[config.mk]
export PLATFORM = sky130hd
export DESIGN_NAME = tangram_move_ctrl
export DESIGN_NICKNAME = d
export VERILOG_FILES = /design/src/rtl/tangram_move_ctrl.sv
export SDC_FILE = /design/constraint.sdc
export NUM_CORES = 1
export LEC_CHECK = 0
export CORE_MARGIN = 2
export CORE_UTILIZATION = 46
export DETAILED_ROUTE_END_ITERATION = 8
export SLEW_MARGIN = 20
export SYNTH_ARGS = -nofsm -noshare
export SYNTH_HDL_FRONTEND = slang
export SYNTH_SLANG_ARGS = --single-unit
[constraint.sdc]
create_clock -name clk -period 4.83 [get_ports clk]
set_input_delay 0.966 -clock clk [delete_from_list [all_inputs] [get_ports clk]]
set_output_delay 0.966 -clock clk [all_outputs]
set_load 0.05 [all_outputs]
[src/rtl/tangram_move_ctrl.sv]
// Tangram piece manipulation controller: owns the piece position/rotation table and applies
// move/rotate requests once per video frame so the display never reads a half-updated entry.
module tangram_move_ctrl #(
    parameter int N_PIECES        = 7,
    parameter int COORD_W         = 11,
    parameter int FRAMES_PER_STEP = 4,
    parameter int STEP_PX         = 4,
    parameter int X_MIN           = 0,
    parameter int X_MAX           = 760,
    parameter int Y_MIN           = 0,
    parameter int Y_MAX           = 560,
    parameter int INIT_PITCH      = 100
) (
    input  logic                clk,
    input  logic                clr_n,
    input  logic                frame_start,
    input  logic [N_PIECES-1:0] sel,
    input  logic [3:0]          move,
    input  logic                rotate,
    input  logic [2:0]          rd_id,
    output logic [COORD_W-1:0]  rd_x,
    output logic [COORD_W-1:0]  rd_y,
    output logic [1:0]          rd_rot,
    output logic [2:0]          active_id,
    output logic                upd_pulse,
    output logic                busy
);

    localparam int FC_W = (FRAMES_PER_STEP > 1) ? $clog2(FRAMES_PER_STEP) : 1;
    localparam int SW   = COORD_W + 1;

    typedef logic signed [SW-1:0] scoord_t;

    localparam scoord_t    STEP_S  = scoord_t'(STEP_PX);
    localparam scoord_t    XMIN_S  = scoord_t'(X_MIN);
    localparam scoord_t    XMAX_S  = scoord_t'(X_MAX);
    localparam scoord_t    YMIN_S  = scoord_t'(Y_MIN);
    localparam scoord_t    YMAX_S  = scoord_t'(Y_MAX);
    localparam logic [2:0] NONE_ID = 3'(N_PIECES);
    localparam logic [FC_W-1:0] FC_LAST = FC_W'(FRAMES_PER_STEP - 1);

    typedef enum logic {
        IDLE,
        COMMIT
    } state_t;

    state_t state;
    state_t state_next;

    logic [N_PIECES-1:0] sel_meta;
    logic [N_PIECES-1:0] sel_sync;
    logic [3:0]          move_meta;
    logic [3:0]          move_sync;
    logic                rot_meta;
    logic                rot_sync;
    logic                rot_prev;
    logic                rot_edge;

    logic [2:0]          winner;
    logic                frame_accept;
    logic                commit;

    logic [FC_W-1:0]     frame_cnt;
    logic                frame_wrap;
    logic                step_due;
    logic [3:0]          move_snap;
    logic                rot_pend;

    logic [COORD_W-1:0]  x_tab   [N_PIECES];
    logic [COORD_W-1:0]  y_tab   [N_PIECES];
    logic [1:0]          rot_tab [N_PIECES];

    logic                active_valid;
    logic [2:0]          idx;
    logic [COORD_W-1:0]  cur_x;
    logic [COORD_W-1:0]  cur_y;
    logic [1:0]          cur_rot;
    scoord_t             sum_x;
    scoord_t             sum_y;
    logic [COORD_W-1:0]  new_x;
    logic [COORD_W-1:0]  new_y;
    logic [1:0]          new_rot;
    logic                entry_changed;

    function automatic logic [COORD_W-1:0] clamp(input scoord_t v, input scoord_t lo,
                                                 input scoord_t hi);
        if (v < lo) begin
            return lo[COORD_W-1:0];
        end else if (v > hi) begin
            return hi[COORD_W-1:0];
        end
        return v[COORD_W-1:0];
    endfunction

    // Board inputs are asynchronous; the rotate edge is taken on the synchronized level.
    always_ff @(posedge clk) begin
        if (!clr_n) begin
            sel_meta  <= '0;
            sel_sync  <= '0;
            move_meta <= '0;
            move_sync <= '0;
            rot_meta  <= 1'b0;
            rot_sync  <= 1'b0;
            rot_prev  <= 1'b0;
        end else begin
            sel_meta  <= sel;
            sel_sync  <= sel_meta;
            move_meta <= move;
            move_sync <= move_meta;
            rot_meta  <= rotate;
            rot_sync  <= rot_meta;
            rot_prev  <= rot_sync;
        end
    end

    assign rot_edge = rot_sync & ~rot_prev;

    always_comb begin
        winner = NONE_ID;
        for (int i = N_PIECES - 1; i >= 0; i--) begin
            if (sel_sync[i]) begin
                winner = 3'(i);
            end
        end
    end

    always_ff @(posedge clk) begin
        if (!clr_n) begin
            state <= IDLE;
        end else begin
            state <= state_next;
        end
    end

    always_comb begin
        state_next = state;
        case (state)
            IDLE:    if (frame_start) state_next = COMMIT;
            COMMIT:  state_next = IDLE;
            default: state_next = IDLE;
        endcase
    end

    // A frame_start arriving while in COMMIT is dropped entirely, including the frame count.
    always_comb begin
        busy         = (state == COMMIT);
        commit       = (state == COMMIT);
        frame_accept = (state == IDLE) && frame_start;
    end

    assign frame_wrap = (frame_cnt == FC_LAST);

    always_ff @(posedge clk) begin
        if (!clr_n) begin
            frame_cnt <= '0;
            step_due  <= 1'b0;
            move_snap <= '0;
            active_id <= NONE_ID;
        end else if (frame_accept) begin
            frame_cnt <= frame_wrap ? '0 : frame_cnt + 1'b1;
            step_due  <= frame_wrap;
            move_snap <= move_sync;
            active_id <= winner;
        end
    end

    // A press landing in the COMMIT cycle itself is kept for the next frame rather than lost.
    always_ff @(posedge clk) begin
        if (!clr_n) begin
            rot_pend <= 1'b0;
        end else if (rot_edge) begin
            rot_pend <= 1'b1;
        end else if (commit) begin
            rot_pend <= 1'b0;
        end
    end

    assign active_valid = (active_id < NONE_ID);
    assign idx          = active_valid ? active_id : 3'd0;

    always_comb begin
        cur_x   = x_tab[idx];
        cur_y   = y_tab[idx];
        cur_rot = rot_tab[idx];

        sum_x = $signed({1'b0, cur_x});
        sum_y = $signed({1'b0, cur_y});
        if (move_snap[0] && !move_snap[1]) begin
            sum_x = sum_x + STEP_S;
        end else if (move_snap[1] && !move_snap[0]) begin
            sum_x = sum_x - STEP_S;
        end
        if (move_snap[3] && !move_snap[2]) begin
            sum_y = sum_y - STEP_S;
        end else if (move_snap[2] && !move_snap[3]) begin
            sum_y = sum_y + STEP_S;
        end

        new_x   = step_due ? clamp(sum_x, XMIN_S, XMAX_S) : cur_x;
        new_y   = step_due ? clamp(sum_y, YMIN_S, YMAX_S) : cur_y;
        new_rot = rot_pend ? cur_rot + 2'd1 : cur_rot;

        entry_changed = active_valid &&
                        ((new_x != cur_x) || (new_y != cur_y) || (new_rot != cur_rot));
    end

    always_ff @(posedge clk) begin
        if (!clr_n) begin
            for (int i = 0; i < N_PIECES; i++) begin
                x_tab[i]   <= COORD_W'(X_MIN + i * INIT_PITCH);
                y_tab[i]   <= COORD_W'(Y_MIN);
                rot_tab[i] <= 2'd0;
            end
            upd_pulse <= 1'b0;
        end else begin
            upd_pulse <= commit && entry_changed;
            if (commit && active_valid) begin
                x_tab[idx]   <= new_x;
                y_tab[idx]   <= new_y;
                rot_tab[idx] <= new_rot;
            end
        end
    end

    always_ff @(posedge clk) begin
        if (!clr_n) begin
            rd_x   <= '0;
            rd_y   <= '0;
            rd_rot <= '0;
        end else if (rd_id < NONE_ID) begin
            rd_x   <= x_tab[rd_id];
            rd_y   <= y_tab[rd_id];
            rd_rot <= rot_tab[rd_id];
        end else begin
            rd_x   <= '0;
            rd_y   <= '0;
            rd_rot <= '0;
        end
    end

endmodule

## Word-level counts from Yosys, hierarchy flattened

Memories as Yosys holds them, arrays and structs flattened. A register that Yosys moved wholly into a read port is not among the register bits.
Cells that the tools add are included.

| operators by class | value |
|---|---|
| add/sub/neg operators | 6 |
| $lt $le $gt $ge | 6 |
| equality and inequality tests | 4 |
| mux-type cells | 43 |
| bitwise gates (word level) | 3 |
| reductions and logical operators | 22 |

Operators with widths:

| kind | count |
|---|---|
| $mux 11 | 10 |
| $mux 12 | 4 |
| $mux 3 | 10 |
| $add 11x3->12 const B | 2 |
| $gt 12x11->1 const B | 2 |
| $lt 12x1->1 const B | 2 |
| $sub 11x3->12 const B | 2 |
| $ne 11x11->1 | 2 |
| $reduce_or 11->1 | 2 |
| $mux 1 | 15 |
| $logic_and 1x1->1 | 8 |
| $logic_not 1->1 | 7 |
| $lt 3x3->1 const B | 2 |
| $mux 2 | 3 |
| $add 2x1->2 const B | 2 |
| $eq 2x2->1 const B | 1 |
| $logic_or 1x1->1 | 2 |
| $ne 2x2->1 | 1 |
| $not 1->1 | 2 |
| $pmux 1 s2 | 1 |
| $reduce_and 2->1 | 1 |
| $reduce_bool 2->1 | 1 |
| $reduce_or 2->1 | 1 |
| $and 1x1->1 | 1 |

| word-level totals | value |
|---|---|
| bits in registers | 38 |
| RAM bits | 168 |
| input bits | 18 |
| memories kept | 3 |

Memories:

| name | depth | width | read ports | clocked after Yosys merged registers in | write ports | RTL line | text |
|---|---|---|---|---|---|---|---|
| x_tab | 7 | 11 | 2 | 1 | 7 | 69 | `logic [COORD_W-1:0] x_tab [N_PIECES];` |
| y_tab | 7 | 11 | 2 | 1 | 7 | 70 | `logic [COORD_W-1:0] y_tab [N_PIECES];` |
| rot_tab | 7 | 2 | 2 | 1 | 7 | 71 | `logic [1:0] rot_tab [N_PIECES];` |

## Longest topological paths before layout

Gate-level depths: netlist of run 1.
An unclocked memory read counts as a cell.

| depth | value |
|---|---|
| depth in word-level cells | 16 |
| depth in mapped cells | 22 |

## Worst setup path before layout of run 1

OpenSTA, ideal clock, no wires.

| timing path | value |
|---|---|
| path kind | register to register |
| start point | reg active_id[0] |
| end point | mem x_tab[2][3], data pin |
| arrival | 4.244 ns |
| required time | 4.562 ns |
| setup slack | 0.318 ns |
| stages on the path, launching flop included | 22 |
| path buffers | 5 |
| clock period less this slack | 4.512 ns |
| cell sequence | dfxtp_1 buf_4 buf_8 buf_6 buf_4 mux4_2 nor2_1 nor2_1 inv_1 ha_1 inv_1 a31oi_1 nand4_1 a22oi_2 xor2_2 nor3b_1 o21ai_1 buf_2 o21a_1 a21oi_1 nand2b_1 nand2_1 |

RTL lines:

| element | RTL line | text |
|---|---|---|
| from (decl) | 24 | `output logic [2:0] active_id,` |
| from (signal assigned) | 163 | `active_id <= winner;` |
| to (decl) | 69 |  |

==> results.toml, run 1 <==
[final_layout]
final_cell_mix = "168 x edfxtp_1, 157 x nor2_1, 86 x nand2_1"
final_common_cell = "edfxtp_1"
fin_nets = 1341
drive_gt1_share_pct = 16.4
antenna_cells = 0
utilization_pct = 54.3
synthToLayoutAreaGrowth_pct = 16.2

[timing]
maxSlewHeadroom_pct = 34.6
fmax_mhz = 216
fin_skew_ns = 0.0125
fin_setup_tns_ns = 0
timing.final.crit_share_pct = 96.0
slew_viol_final = 0
rsz0062_at_grt = "no"
finalCriticalPeriod_ns = 4.64
worst_pin_slew_ns = 0.982
hold_viol_final = 0
setup_viol = 0

[grt]
grt_first_pass_wirelength_um = 63200
antenna_found_initial = 0
grt_start_max_net_pins = 52
grt_usage_pct = 27.5
overflow = 0
grt_pass1_vias = 10400

[worst_setup_path]
critical_path_arrival_ns = 4.92
cp_max_fo = 20
crit_path_end_kind = "flip-flop"
required_ns = 5.11
crit_type = "flip-flop to flip-flop"
startpoint_type = "flip-flop"

[synthesis]
synthTopCellsByArea = "edfxtp_1 38%, dfxtp_1 13%, mux4_2 10%"
synth_area_per_cell_sq_um = 11.0
synth_edf_count = 168
syn_inst = 1221
synth_top_area_share_pct = 37.5
ys_seq_area_share_pct = 50.3
ys.flop_type = "edfxtp_1"
synthArstFlopShare_pct = 0
synth_warnings = 0
syn_area_sq_um = 13500
ys_types = 84
yosysTopAreaCell = "edfxtp_1"
yosys_register_bits = 254

[routing]
antenna_left = 0
wl_per_cell_um = 24.3
drc = 0
avgViaCountPerCell = 6.05
vias = 10400
dr.pass1.iters = 5
drtIter0Drc = 987
wirelength_um = 41800

[die]
fp.dieW_um = 175
start_util_pct = 46.7
coreArea_sq_um = 28800
fp.dieH_um = 175
ios = 47
rows = 62
die_area_sq_um = 30600

[power_and_ir_drop]
sequentialPowerShare_pct = 43.1
p_sw_uw = 1640
power_frac_comb_pct = 19.7
clock_power_share_pct = 37.2
p_leak_uw = 0.00589
power_density_nw_per_um2 = 365
p_int_uw = 4050
swShare_pct = 28.9
peakVddDrop_mv = 0.259

[cts]
clk_latency_ns = 0.56
clk_pin_slew_ns = 0.06
cts_tree = "done"
h-tree-depth = 1
cts.sinks = 254
cts_buffer_depth = 3
numCtsBuffers = 29
clockRootBuffer = "clkbuf_16"
hold_buffers = 0

[outcome]
status = "finished clean"

[placement]
routabilityCongestion = 0.911
io_buffers = 46
hpwl_um = 28000

[worst_hold_path]
hold_path.class = "flip-flop to flip-flop"

[run]
drv_cap = 0
==> cell families (layout without fill, tap and decap cells) <==
family,after synthesis,in the layout,share of synthesized area [%]
other cells,1,24,0.0279
fa+ha+maj,6,6,0.558
buf+inv,123,217,4.07
mux,135,135,15.7
flops,254,254,50.3
compound gates,222,222,11.4
simple gates,467,467,17.0
xor+xnor,13,13,0.902
==> Yosys cell counts (6+ instances only) <==
master / count
edfxtp_1: 168
nor2_1: 157
dfxtp_1: 86
nand2_1: 86
mux2i_1: 62
mux4_2: 60
clkbuf_1: 52
o21ai_0: 49
nor3_1: 44
nand3_1: 42
and2_1: 37
inv_1: 37
a21oi_1: 32
nand2b_1: 25
o22ai_1: 20
nor2b_1: 17
a211oi_1: 16
a21boi_0: 11
buf_2: 11
a22oi_1: 10
buf_4: 10
mux2_2: 10
nor3b_1: 10
xnor2_1: 9
buf_1: 8
nand4_1: 8
o21ai_1: 8
a22o_1: 7
nor4_1: 7
and3_1: 6
ha_1: 6
o21a_1: 6
or3_1: 6
==> what timing repair did <==
item	in CTS	in global routing
setup buffers	0	1
gates resized for setup	0	1
setup endpoints to repair	0	41
==> through the flow <==
step | hold WS, ns | power (uW) | setup slack (ns) | std cells | area, sq um
finish | 0.431 | 5700 | 0.193 | 1722 | 15600
global route | 0.442 | 5880 | 0.000278 | 1722 | 15600
CTS | 0.435 | 5710 | 0.125 | 1721 | 15600
detailed placement | 0.421 | 3600 | 0.150 | 1669 | 14700
global placement | 0.414 | 3600 | 0.206 | 1669 | 14700
floorplan | 0.412 | 3200 | 0.318 | 1244 | 13500
==> layer usage <==
layer,wire [um],up-vias,global-route usage [%]
met5,0,-,0
met2,20400,427,46.7
met3,2960,77,3.52
met4,1450,0,9.48
met1,17100,5173,36.4
li1,-,4736,-
==> power by group through the flow <==
stage	sequential (uW)	combinational, uW	clock, uW
finish	2460	1120	2120
global route	2460	1200	2220
CTS	2460	1110	2150
detailed placement	2500	1100	0
global placement	2500	1100	0
floorplan	2540	667	0
==> final timing paths <==
| kind | from | cells after the start | slack (ns) | endpoint |
|---|---|---|---|---|
| min reg2reg | sel_meta[0] | 1 | 0.43 | sel_sync[0] |
| max | active_id[2] | 13 | 0.19 | y_tab[1][8] |
| min | sel_meta[0] | 1 | 0.43 | sel_sync[0] |
| max reg2reg | active_id[2] | 13 | 0.19 | y_tab[1][8] |
==> final cells by class <==
class,instances,area [sq um]
clock buffers,37,766
clock inverters,15,129
fillers,2576,13200
inverters,38,143
multi-input cells,867,6230
flip-flops and latches,254,6770
well taps,384,480
repair buffers,127,1100
==> flip-flops by register name (all words and copies together) (netlist names) <==
name and cells:
active_id 3, busy 1, frame_cnt 2, move_meta 4, move_snap 4, move_sync 4
rd_rot 2, rd_x 11, rd_y 11, rot_meta 1, rot_pend 1, rot_prev 1
rot_sync 1, rot_tab 16, sel_meta 7, sel_sync 7, step_due 1, upd_pulse 1
x_tab 88, y_tab 88
==> critical path: stages (launching register included) <==
cell	delay [ns]
dfxtp_2	0.64
buf_4	0.30
o22ai_1	0.13
a2111o_1	0.55
or4_4	0.60
or4_4	0.54
a31oi_4	0.22
a2bb2oi_2	0.22
a21oi_2	0.10
nor2_4	0.33
nor2_1	0.11
a31oi_1	0.31
buf_4	0.22
nor3_1	0.06
(Power assumes the default switching activity.)
==> inputs of run 2 (changes only) <==
Settings changed: REMOVE_ABC_BUFFERS set to 1.
==> run 2 against run 1 <==
  * Clock power up 2%
  * Sequential power about the same
  * Design area up 0.42%
  * Sequential cell count unchanged
  * First-iteration DRC count up 5.3%
  * Final cell count about the same
  * Die area unchanged
  * Utilization up 0.23 points
  * Hold slack worse by 0.0012 ns
  * Largest cell class unchanged
  * Highest routed layer unchanged
==> results.toml, run 2 (synthesized netlist as in run 1, its figures left out) <==
[timing]
worst_pin_slew_ns = 1.06
hold_viol_final = 0
slew_viol_final = 0
fmax_mhz = 219
setup_viol = 0
finalCriticalPeriod_ns = 4.57
maxSlewHeadroom_pct = 29.2
rsz0062_at_grt = "no"
timing.final.crit_share_pct = 94.6
finalWorstSetupSlack_ns = 0.259
fin_skew_ns = 0.0224

[worst_setup_path]
cp_slowest_cell = "dfxtp_4"
cp_max_fo = 22
critical_path.top_delay_family = "compound AO/OA/AOI/OAI gates"
crit_start = "active_id[0]"
crit-reg2reg-launch = "active_id[0]"
slowest_delay_ns = 0.61
path_cells = "mux2_1, o22ai_1, a2111o_1, inv_1, ha_1, nand3_1, nand2b_1, or4_4, a31oi_4, a2bb2oi_2, a21oi_2, nor2_4, o21ai_0, a221o_1, nor2_1"
critical_path_arrival_ns = 4.97
crit_type = "flip-flop to flip-flop"
startpoint_type = "flip-flop"
crit_path_end_kind = "flip-flop"
required_ns = 5.23
path_buf_inv = 1

[power_and_ir_drop]
p_total_uw = 5740
power_frac_comb_pct = 19.4
p_sw_uw = 1580
sequentialPowerShare_pct = 42.8
peakVddDrop_mv = 0.339
clock_power_share_pct = 37.8
p_int_uw = 4160
power_density_nw_per_um2 = 366
p_leak_uw = 0.00592
swShare_pct = 27.6

[cts]
cts.sinks = 254
cts_tree = "done"
cts_buffer_depth = 3
clk_pin_slew_ns = 0.06
clk_latency_ns = 0.56
clockRootBuffer = "clkbuf_16"
h-tree-depth = 1
hold_buffers = 0
numCtsBuffers = 28

[grt]
antenna_found_initial = 0
grt_start_max_net_pins = 51
overflow = 0
grt_pass1_vias = 10100
grt_first_pass_wirelength_um = 61200
grt_usage_pct = 26.6

[routing]
wirelength_um = 40700
avgViaCountPerCell = 5.99
wl_per_cell_um = 23.6
drc = 0
vias = 10300
drtIter0Drc = 1039
antenna_left = 0
dr.pass1.iters = 6

[placement]
place_ws_ns = -0.00851
io_buffers = 46
routabilityCongestion = 0.968
hpwl_um = 27400

[final_layout]
drive_gt1_share_pct = 17.3
antenna_cells = 0
top_regs = "x_tab: 88 flops, y_tab: 88 flops, rot_tab: 16 flops"
synthToLayoutAreaGrowth_pct = 16.7
final_cell_mix = "168 x edfxtp_1, 157 x nor2_1, 86 x nand2_1"
fin_nets = 1341
final_common_cell = "edfxtp_1"
utilization_pct = 54.5

[die]
start_util_pct = 46.7
ios = 47
rows = 62
fp.dieW_um = 175
fp.dieH_um = 175
die_area_sq_um = 30600
coreArea_sq_um = 28800

[outcome]
status = "finished clean"

[worst_hold_path]
hp-start = "sel_meta[5]"
hold_path.class = "flip-flop to flip-flop"

[run]
drv_cap = 0
-- run 2: cell count changes in the layout (fill, tap and decap cells not counted), moves of 2 or more --
cell	previous run	this run
a22oi_1	10	8
a22oi_2	1	3
a2bb2oi_1	2	0
a2bb2oi_2	1	3
buf_12	4	2
buf_4	77	80
clkbuf_8	1	4
clkinv_1	5	1
clkinv_2	5	8
-- run 2: metrics by stage --
stage / TNS, ns / hold WS (ns) / instance area [sq um] / cells
detailed placement: -0.0122 / 0.418 / 14700 / 1670
global placement: 0 / 0.415 / 14700 / 1670
finish: 0 / 0.430 / 15700 / 1723
CTS: 0 / 0.431 / 15600 / 1722
floorplan: -331.43 / 0.412 / 13100 / 1159
global route: 0 / 0.442 / 15700 / 1723
-- run 2: final cells by class --
type | instances | area (sq um)
Inverter | 38 | 143
Sequential cell | 254 | 6780
Fill cell | 2487 | 13100
Clock inverter | 13 | 143
Timing Repair Buffer | 128 | 1090
Tap cell | 384 | 480
Clock buffer | 39 | 803
Multi-Input combinational cell | 867 | 6250
-- run 2: per-layer routing --
metal / vias up / global-route usage [%] / part of all wire, %
li1: 4729 / - / -
met1: 5052 / 36.0 / 42
met2: 434 / 43.3 / 47
met3: 98 / 4.00 / 7.2
met4: 0 / 10.2 / 4.3
met5: - / 0 / 0
-- run 2: timing repair --
item / 4_1_cts / 5_1_grt
gates resized for setup: 1 / 6
setup endpoints to repair: 6 / 65
buffers inserted: 0 / 1
gates cloned: 0 / 0
-- run 2: worst paths after layout --
| kind | end | slack, ns | depth (start not counted) |
|---|---|---|---|
| max | y_tab[3][5] | 0.26 | 15 |
| min | sel_sync[5] | 0.43 | 1 |
| max reg2reg | y_tab[3][5] | 0.26 | 15 |
| min reg2reg | sel_sync[5] | 0.43 | 1 |
-- run 2: power by group through the flow --
stage / Combinational (uW) / Sequential (uW) / Clock [uW]
after global placement: 1090 / 2500 / 0
final: 1110 / 2450 / 2170
after floorplan: 586 / 2560 / 0
after detailed placement: 1090 / 2500 / 0
after CTS: 1090 / 2460 / 2200
after global routing: 1190 / 2460 / 2270
-- run 2: worst register-to-register path, delay by kind of cell, from the launching register on --
family | cells | cell delay, ns
AO/OA/AOI/OAI | 7 | 1.87
AND/OR/NAND/NOR | 5 | 1.45
flip-flops | 1 | 0.61
multiplexers | 1 | 0.23
adder cells (fa/ha/maj) | 1 | 0.17
buffers and inverters | 1 | 0.13
